===== src/rtl/sram_rd_pkg.sv =====
// sram_rd_pkg: shared widths, FIFO depth and FSM state encoding for the
// SRAM read-port streamer (sram_rd_streamer, sram_rd_fifo2).
package sram_rd_pkg;

  localparam int unsigned AW_DEF     = 8;   // SRAM word address width
  localparam int unsigned DW_DEF     = 32;  // SRAM data width
  localparam int unsigned LW_DEF     = 9;   // burst length width
  localparam int unsigned FIFO_DEPTH = 2;
  localparam int unsigned CNT_W      = 2;   // holds 0..FIFO_DEPTH

  localparam logic [1:0] ST_IDLE  = 2'd0;
  localparam logic [1:0] ST_RUN   = 2'd1;
  localparam logic [1:0] ST_DRAIN = 2'd2;

endpackage


===== src/rtl/sram_rd_fifo2.sv =====
// sram_rd_fifo2: 2-entry synchronous FIFO holding captured SRAM read data.
// Ports:
//   clk, rst        clock, async active-high reset (clears storage)
//   push_i, data_i  write one entry (caller guarantees not full unless popping)
//   pop_i           drop the head entry (caller guarantees not empty)
//   head_o          oldest entry, stable until popped
//   count_o         number of stored entries (0..2)
module sram_rd_fifo2
  import sram_rd_pkg::*;
#(
  parameter int unsigned W = DW_DEF
) (
  input  logic             clk,
  input  logic             rst,
  input  logic             push_i,
  input  logic             pop_i,
  input  logic [W-1:0]     data_i,
  output logic [W-1:0]     head_o,
  output logic [CNT_W-1:0] count_o
);

  logic [W-1:0]     mem_q [FIFO_DEPTH];
  logic             wr_ptr_q;
  logic             rd_ptr_q;
  logic [CNT_W-1:0] count_q;

  // Storage, pointers and count. On a full FIFO a simultaneous push lands in
  // the slot being popped, so ordering is preserved and count stays at 2.
  always_ff @(posedge clk or posedge rst) begin
    if (rst) begin
      mem_q[0] <= '0;
      mem_q[1] <= '0;
      wr_ptr_q <= 1'b0;
      rd_ptr_q <= 1'b0;
      count_q  <= '0;
    end else begin
      if (push_i) begin
        mem_q[wr_ptr_q] <= data_i;
        wr_ptr_q        <= ~wr_ptr_q;
      end
      if (pop_i) begin
        rd_ptr_q <= ~rd_ptr_q;
      end
      if (push_i && !pop_i) begin
        count_q <= count_q + CNT_W'(1);
      end else if (pop_i && !push_i) begin
        count_q <= count_q - CNT_W'(1);
      end
    end
  end

  assign head_o  = mem_q[rd_ptr_q];
  assign count_o = count_q;

endmodule


===== src/rtl/sram_rd_streamer.sv =====
// sram_rd_streamer: burst reader for the read-only port of the 1RW1R SRAM.
// Accepts (cmd_addr, cmd_len), issues one read per cycle on the active-low
// read port, captures the 1-cycle-latency data into a 2-entry FIFO and
// presents it as a valid/ready stream with full backpressure.
// Optional macro SRAM_RD_LAST_EN adds out_last, stored with each FIFO entry.
// Ports:
//   clk, rst                         clock, async active-high reset
//   cmd_addr/cmd_len/cmd_valid/ready burst command handshake (len 0 legal)
//   sram_csb/sram_addr/sram_dout     SRAM read port
//   out_data/out_valid/out_ready     output stream (out_last if enabled)
//   busy                             burst in progress
//   done                             pulse on final pop or zero-length accept
module sram_rd_streamer
  import sram_rd_pkg::*;
#(
  parameter int unsigned AW = AW_DEF,
  parameter int unsigned DW = DW_DEF,
  parameter int unsigned LW = LW_DEF
) (
  input  logic          clk,
  input  logic          rst,
  input  logic [AW-1:0] cmd_addr,
  input  logic [LW-1:0] cmd_len,
  input  logic          cmd_valid,
  output logic          cmd_ready,
  output logic          sram_csb,
  output logic [AW-1:0] sram_addr,
  input  logic [DW-1:0] sram_dout,
  output logic [DW-1:0] out_data,
  output logic          out_valid,
  input  logic          out_ready,
`ifdef SRAM_RD_LAST_EN
  output logic          out_last,
`endif
  output logic          busy,
  output logic          done
);

`ifdef SRAM_RD_LAST_EN
  localparam int unsigned FW = DW + 1;
`else
  localparam int unsigned FW = DW;
`endif

  logic [1:0]       state_q, state_d;
  logic [AW-1:0]    addr_q, addr_d;
  logic [LW-1:0]    rem_q, rem_d;        // reads still to issue
  logic [LW-1:0]    pop_rem_q, pop_rem_d; // words still to hand downstream
  logic             pend_q;               // read issued last cycle
  logic             zero_done_q, zero_done_d;
  logic             issue;
  logic             pop;
  logic [CNT_W-1:0] occ;
  logic [CNT_W-1:0] fifo_count;
  logic [FW-1:0]    fifo_in;
  logic [FW-1:0]    fifo_head;

  // State register and datapath registers.
  always_ff @(posedge clk or posedge rst) begin
    if (rst) begin
      state_q     <= ST_IDLE;
      addr_q      <= '0;
      rem_q       <= '0;
      pop_rem_q   <= '0;
      pend_q      <= 1'b0;
      zero_done_q <= 1'b0;
    end else begin
      state_q     <= state_d;
      addr_q      <= addr_d;
      rem_q       <= rem_d;
      pop_rem_q   <= pop_rem_d;
      pend_q      <= issue;
      zero_done_q <= zero_done_d;
    end
  end

  assign pop = out_valid & out_ready;
  assign occ = fifo_count + CNT_W'(pend_q);

  // Next-state and read-issue logic. Issue is credit-limited so that captured
  // data always finds room: a slot is free, or the head leaves this cycle.
  always_comb begin
    state_d     = state_q;
    addr_d      = addr_q;
    rem_d       = rem_q;
    pop_rem_d   = pop_rem_q;
    zero_done_d = 1'b0;
    issue       = 1'b0;

    if (pop) begin
      pop_rem_d = pop_rem_q - LW'(1);
    end

    unique case (state_q)
      ST_IDLE: begin
        if (cmd_valid) begin
          addr_d    = cmd_addr;
          rem_d     = cmd_len;
          pop_rem_d = cmd_len;
          if (cmd_len == '0) begin
            zero_done_d = 1'b1;
          end else begin
            state_d = ST_RUN;
          end
        end
      end
      ST_RUN: begin
        if ((rem_q != '0) &&
            ((occ < CNT_W'(FIFO_DEPTH)) || ((occ == CNT_W'(FIFO_DEPTH)) && pop))) begin
          issue = 1'b1;
        end
        if (issue) begin
          addr_d = addr_q + AW'(1);
          rem_d  = rem_q - LW'(1);
          if (rem_q == LW'(1)) begin
            state_d = ST_DRAIN;
          end
        end
      end
      ST_DRAIN: begin
        // Leave as the last buffered word goes, so busy drops right after it.
        if (!pend_q && ((fifo_count == '0) || ((fifo_count == CNT_W'(1)) && pop))) begin
          state_d = ST_IDLE;
        end
      end
      default: begin
        state_d = ST_IDLE;
      end
    endcase
  end

`ifdef SRAM_RD_LAST_EN
  logic pend_last_q;

  // Tags the read whose data will be the final word of the burst.
  always_ff @(posedge clk or posedge rst) begin
    if (rst) begin
      pend_last_q <= 1'b0;
    end else begin
      pend_last_q <= issue && (rem_q == LW'(1));
    end
  end

  assign fifo_in  = {pend_last_q, sram_dout};
  assign out_last = out_valid & fifo_head[DW];
  assign out_data = fifo_head[DW-1:0];
`else
  assign fifo_in  = sram_dout;
  assign out_data = fifo_head;
`endif

  sram_rd_fifo2 #(
    .W(FW)
  ) u_fifo (
    .clk    (clk),
    .rst    (rst),
    .push_i (pend_q),
    .pop_i  (pop),
    .data_i (fifo_in),
    .head_o (fifo_head),
    .count_o(fifo_count)
  );

  assign out_valid = (fifo_count != '0);
  assign cmd_ready = (state_q == ST_IDLE);
  assign busy      = (state_q != ST_IDLE);
  assign sram_csb  = ~issue;
  assign sram_addr = addr_q;
  assign done      = zero_done_q | (pop && (pop_rem_q == LW'(1)));

endmodule


===== config.mk =====
export PLATFORM = sky130hd
export DESIGN_NAME = sram_rd_streamer
export DESIGN_NICKNAME = d
export VERILOG_FILES = /design/src/rtl/sram_rd_pkg.sv /design/src/rtl/sram_rd_fifo2.sv /design/src/rtl/sram_rd_streamer.sv
export SDC_FILE = /design/constraint.sdc
export NUM_CORES = 1
export LEC_CHECK = 0
export CAP_MARGIN = 20
export CORE_AREA = 2 2 110 101
export CTS_CLUSTER_SIZE = 24
export DETAILED_ROUTE_END_ITERATION = 7
export DIE_AREA = 0 0 112 103
export GPL_TIMING_DRIVEN = 0
export HOLD_SLACK_MARGIN = 0.05
export PLACE_DENSITY = 0.82
export SYNTH_ARGS = -nofsm -noshare
export SYNTH_HDL_FRONTEND = slang
export SYNTH_SLANG_ARGS = --single-unit

===== constraint.sdc =====
create_clock -name clk -period 3.1 [get_ports clk]
set_input_delay 0.31 -clock clk [delete_from_list [all_inputs] [get_ports clk]]
set_output_delay 0.31 -clock clk [all_outputs]
set_load 0.005 [all_outputs]

=== Word level (Yosys, flattened, before mapping) ===
Cells that the tools add are included.
W data, S select, Z words.

* Flip-flop bits (word level): 98
* Input bits: 53
* Output and inout bits: 45
* Logic and storage cells: 90

* Add/sub/neg operators: 6
* $lt $le $gt $ge: 4
* Equal/unequal tests: 11
* Mux-type cells: 29
* Bitwise logic cells: 7
* Reduce and logical (&&, ||, !) cells: 22

{| class="wikitable"
|+ Operators by type and width
! cell !! count
|-
| $mux W32 || 4
|-
| $bwmux W64 || 1
|-
| $mux W9 || 5
|-
| $demux W32 S1 || 1
|-
| $eq A9 B1 Y1 const B || 2
|-
| $pmux W9 S2 || 1
|-
| $sub A9 B1 Y9 const B || 2
|-
| $mux W8 || 2
|-
| $pmux W8 S2 || 1
|-
| $mux W2 || 7
|-
| $ne A2 B2 Y1 const B || 5
|-
| $logic_not A9 Y1 || 1
|-
| $reduce_bool A9 Y1 || 1
|-
| $add A8 B1 Y8 const B || 1
|-
| $logic_and A1 B1 Y1 || 8
|-
| $reduce_bool A2 Y1 || 4
|-
| $mux W1 || 6
|-
| $pmux W2 S3 || 1
|-
| $reduce_and A5 Y1 || 1
|-
| $eq A2 B1 Y1 const B || 2
|-
| $eq A2 B2 Y1 const B || 2
|-
| $ge A2 B2 Y1 const B || 2
|-
| $logic_not A2 Y1 || 2
|-
| $not A1 Y2 || 2
|-
| 11 further kinds || 15
|}

=== Depth between registers and ports, before layout ===
* Word-level depth: 9
* Mapped depth: 8
* Mapped depth without buffers: 7

=== By module ===
From an unflattened synthesis, not the netlist that was laid out.

* Cells, all modules: 406
* Area, all modules: 4981.0 µm²

{| class="wikitable"
|+ Modules (own cells, without submodules)
! module !! times used !! cells each !! area each (µm²) !! sequential area each (µm²)
|-
| sram_rd_fifo2 || 1 || 186 || 3079.2 || 1701.6
|-
| sram_rd_streamer || 1 || 220 || 1901.8 || 750.7
|}

=== Least setup slack after synthesis ===
OpenSTA, ideal clock, no wires.

* Path kind: register -> register
* Start point: register pend_q
* End point: register rem_q[1]
* Data arrival time: 1.823 ns
* Required time: 2.973 ns
* Path slack: 1.150 ns
* Stages on the path, launching flop included: 7
* Buffers on the path: 0
* Cells stage by stage: dfrtp_1 -> ha_1 -> or3b_1 -> a32o_1 -> o21a_2 -> a211oi_1 -> a21oi_1

* Word-level cells in the longest chain between the ends: 9
* Elaborated cells between the ends (all ways): 10
* Classes of those cells: add/sub (1); order compare (1); eq/ne (2); mux (2); reduce/logical (4)

{| class="wikitable"
|+ Ends and longest elaborated chain
! element !! line !! RTL
|-
| start, declared || sram_rd_streamer.sv:49 || <nowiki>logic pend_q;</nowiki>
|-
| start signal, assigned || sram_rd_streamer.sv:72 || <nowiki>pend_q <= issue;</nowiki>
|-
| $add A2 B1 Y2 (*) || sram_rd_streamer.sv:78 || <nowiki>assign occ = fifo_count + CNT_W'(pend_q);</nowiki>
|-
| $eq A2 B2 Y1 || sram_rd_streamer.sv:109 || <nowiki>((occ < CNT_W'(FIFO_DEPTH)) || ((occ == CNT_W'(FIFO_DEPTH)) && pop))) begin</nowiki>
|-
| $logic_and A1 B1 Y1 || sram_rd_streamer.sv:109 ||
|-
| $logic_or A1 B1 Y1 (*) || sram_rd_streamer.sv:109 ||
|-
| $logic_and A1 B1 Y1 (*) || sram_rd_streamer.sv:108 || <nowiki>if ((rem_q != '0) &&</nowiki>
|-
| $mux W1 (*) || sram_rd_streamer.sv:108 ||
|-
| $mux W1 (*) || sram_rd_streamer.sv:94 || <nowiki>unique case (state_q)</nowiki>
|-
| $ne A2 B2 Y1 (no line) (*) || n/a ||
|-
| $reduce_and A3 Y1 (no line) (*) || n/a ||
|-
| end signal, assigned || sram_rd_streamer.sv:70 || <nowiki>rem_q <= rem_d;</nowiki>
|-
| end, declared || sram_rd_streamer.sv:47 || <nowiki>logic [LW-1:0] rem_q, rem_d;</nowiki>
|}

Mark *: on every way between the ends. The rest lies on a longest branch, timed or not. The select of a mux whose other input is x is not followed.
A chain may end at the register's enable or synchronous reset.

=== Final worst setup path ===
* Start point: register pend_q
* End point: output port sram_csb

* Word-level cells in the longest chain between the ends: 9
* Elaborated cells between the ends (all ways): 10
* Classes of those cells: add/sub (1); order compare (1); eq/ne (1); mux (3); bitwise (1); reduce/logical (3)

{| class="wikitable"
|+ Ends and longest elaborated chain
! element !! line !! RTL
|-
| $add A2 B1 Y2 (*) || sram_rd_streamer.sv:78 ||
|-
| $eq A2 B2 Y1 || sram_rd_streamer.sv:109 ||
|-
| $logic_and A1 B1 Y1 || sram_rd_streamer.sv:109 ||
|-
| $logic_or A1 B1 Y1 (*) || sram_rd_streamer.sv:109 ||
|-
| $logic_and A1 B1 Y1 (*) || sram_rd_streamer.sv:108 ||
|-
| $mux W1 (*) || sram_rd_streamer.sv:108 ||
|-
| $mux W1 (*) (2 in a row) || sram_rd_streamer.sv:94 ||
|-
| $not A1 Y1 (*) || sram_rd_streamer.sv:167 || <nowiki>assign sram_csb = ~issue;</nowiki>
|-
| end, declared || sram_rd_streamer.sv:26 || <nowiki>output logic sram_csb,</nowiki>
|}

Marks and branches as above.

==> results.ini <==
[placed_design]
dpl.cell_count = 632
numPortBuffers = 97
gp_congestion = 0.8626
dp_slack_ns = 0.4822
hpwl_um = 7703

[logic_synthesis]
synth_top_area_frac = 0.5207
ys_seq_area_frac = 0.5207
synth.avg_cell_area_um2 = 11.74
yosys_most_used_dff = dfrtp_1
yosys_warnings = 0
synth-edff-count = 0
synth-seq-cells = 98
synth-async-reset-ratio = 1.000
syn_nets = 464
synth_top_cell_by_area = dfrtp_1
netlist_top_cells_area = dfrtp_1 52%, mux2_2 22%, ha_1 2.7%
yosysUniqueCellTypes = 40
syn_area_mm2 = 0.004710
syn-instance-count = 401

[floorplanning]
core_mm2 = 0.01054
fp.dieW_um = 112
die_y_um = 103
io_pins = 98
initial_core_util = 0.4468
rows = 36
die_area_mm2 = 0.01154

[cts]
cts.hold.buffers_added = 0
cts_root_buf = clkbuf_16
cts_tree = built
postCtsSetupBuffers = 0
clkLatencyLatePin_ns = 0.34
cts_resized = 0
cts_buffers = 9
htreeDepth = 3
clock_sinks = 98
clkTransAtPathRegs_ns = 0.07
cts_buffer_depth = 2

[worst_setup_path]
crit_type = register to output pin
critPathRequiredTime_ns = 2.79
r2r_start = pend_q
endpoint_kind = output pin
cp-start-kind = register
crit_arrival_ns = 2.58
reg2reg_setup_slack_ns = 0.93
reg2reg_depth = 6
path_max_fanout = 6
r2r_end = sram_addr[1]

[drt]
drt_iter0_markers = 98
num_vias = 3501
post-route-drc-count = 0
postRouteAntennaNets = 0
drt-pass1-iter-count = 4
totalWireLength_um = 10640
avgRoutedWirePerCell_um = 16.41
viasPerCell = 5.403

[global_routing]
grt_overflow_total = 0
grt_max_degree = 63
antenna_found_initial = 0
grt_pass1_vias = 3585
grt_usage = 0.1859
grt_pass1_wl_um = 17180

[timing]
max-slew-margin-rel = 0.5760
final_hold_viol_count = 0
setup_viol = 0
maxSlewViolCount = 0
worstMarginPinSlew_ns = 0.6302
final.setup.tns_ns = 0
fin_crit_sh = 0.9317
holdWs_ns = 0.3468
fin_ws_ns = 0.2117
max_freq_mhz = 346.2
rsz0062_at_grt = no
clock_skew_ns = 0.006338
period_needed_ns = 2.888

[power_and_ir_drop]
combPwrFrac = 0.499
power_leakage_nw = 2.560
power.internal_w = 0.004521
power_frac_seq = 0.342
switching_share = 0.3441
p_per_area_mw_per_mm2 = 1117
ir_drop_mv = 0.5787
pwr-share-clk = 0.158
switchingPower_w = 0.002372

[min_path]
hold_class = input port to asynchronous set/reset pin

[final_layout]
antenna_cells = 0
area_growth_pct = 31.03
num-nets-final = 573
final_layout_size_suffix_gt1_frac = 0.2291
fin_util = 0.5855
stdcell_count = 648

[outcome]
status = finished, final reports clean

[run]
drv_cap = 0

[cells in the mapped netlist (all sizes together), types with 5 or more instances]
library cell / n
a21oi: 23
buf: 8
clkbuf: 11
dfrtp: 98
ha: 10
inv: 12
mux2: 96
nand2: 29
nand2b: 5
nand3: 13
nor2: 23
o21ai: 21
o22ai: 6
xnor2: 7
xor2: 5
[worst max-delay path, stage by stage, from the launching register on]
cell             delay (ns)
dfrtp_1                0.46
ha_1                   0.32
or3b_1                 0.39
a32o_1                 0.29
or2_2                  0.32
clkdlybuf4s50_1        0.45
[flip-flops by register name, summed over array words and instances (netlist names)]
name and count:
pend_q 1, u_fifo.mem_q 64, zero_done_q 1, rem_q 9, sram_addr 8, u_fifo.count_o 2
state_q 2, pop_rem_q 9, u_fifo.rd_ptr_q 1, u_fifo.wr_ptr_q 1
[layer usage]
layer,part of all wire,wire (um),up-vias,track usage
met5,0,0,-,0
met1,0.44,4721,1707,0.2455
met3,0.064,679,12,0.04879
met2,0.48,5154,128,0.3133
met4,0.0076,81,0,0.04221
li1,-,-,1654,-
[placed cells by master (no fill, tap or decap), types with 2 or more instances in the layout]
master / synthesis / final
dfrtp_1: 98 / 98
clkdlybuf4s50_1: 0 / 97
mux2_2: 94 / 94
nand2_1: 29 / 29
nor2_1: 23 / 23
a21oi_1: 23 / 23
o21ai_0: 20 / 20
nand3_1: 13 / 13
clkbuf_1: 11 / 11
inv_1: 12 / 11
ha_1: 10 / 10
clkbuf_16: 0 / 9
xnor2_1: 7 / 7
buf_1: 6 / 6
o22ai_1: 6 / 6
xor2_1: 5 / 5
nand2b_1: 5 / 5
nor4_1: 4 / 4
a31oi_1: 4 / 4
o32ai_1: 3 / 3
nor3_1: 3 / 3
inv_6: 0 / 3
nor2b_1: 2 / 2
nand4_1: 2 / 2
o22a_1: 2 / 2
mux2_1: 2 / 2
clkinv_4: 0 / 2
[kinds of logic after synthesis]
kind of cell	share of synthesized area
flip-flops	0.5207
AO/OA/AOI/OAI	0.08688
buffers and inverters	0.02657
multiplexers	0.2295
AND/OR/NAND/NOR	0.08740
XOR/XNOR	0.02232
adder cells (fa/ha/maj)	0.02657
[how the worst max path moves through the flow]
stage	from	to	cells after the start	slack, ns
floorplan	rst	pend_q	1	0.23
global placement	rst	u_fifo.mem_q[26]	2	-1.13
detailed placement	out_ready	sram_csb	5	0.48
CTS	pend_q	sram_csb	5	0.21
global route	pend_q	sram_csb	5	0.11
finish	pend_q	sram_csb	5	0.21
[per-stage QoR]
stage          power [W]  area [um^2]
5_1_grt         0.007364         6171
3_3_place_gp    0.005662         5847
3_5_place_dp    0.005827         5877
2_1_floorplan   0.004387         4710
4_1_cts         0.006953         6171
6_report        0.006893         6171
[area by class of cell]
type | instances | area [um^2]
Tap cell | 133 | 166.4
Sequential cell | 98 | 2452
Clock buffer | 10 | 239.0
Multi-Input combinational cell | 272 | 2132
Clock inverter | 6 | 55.05
Buffer | 19 | 80.08
Fill cell | 879 | 4369
Timing Repair Buffer | 98 | 998.5
Inverter | 12 | 47.55
[power groups by stage]
stage	clock [W]	combinational, W	sequential [W]
after floorplan	0	0.00213	0.00225
after global placement	0	0.00335	0.00231
after detailed placement	0	0.00346	0.00237
after CTS	0.00112	0.00348	0.00235
after global routing	0.00117	0.00376	0.00244
final	0.00109	0.00344	0.00236
Power figures use the tool's default switching activity.
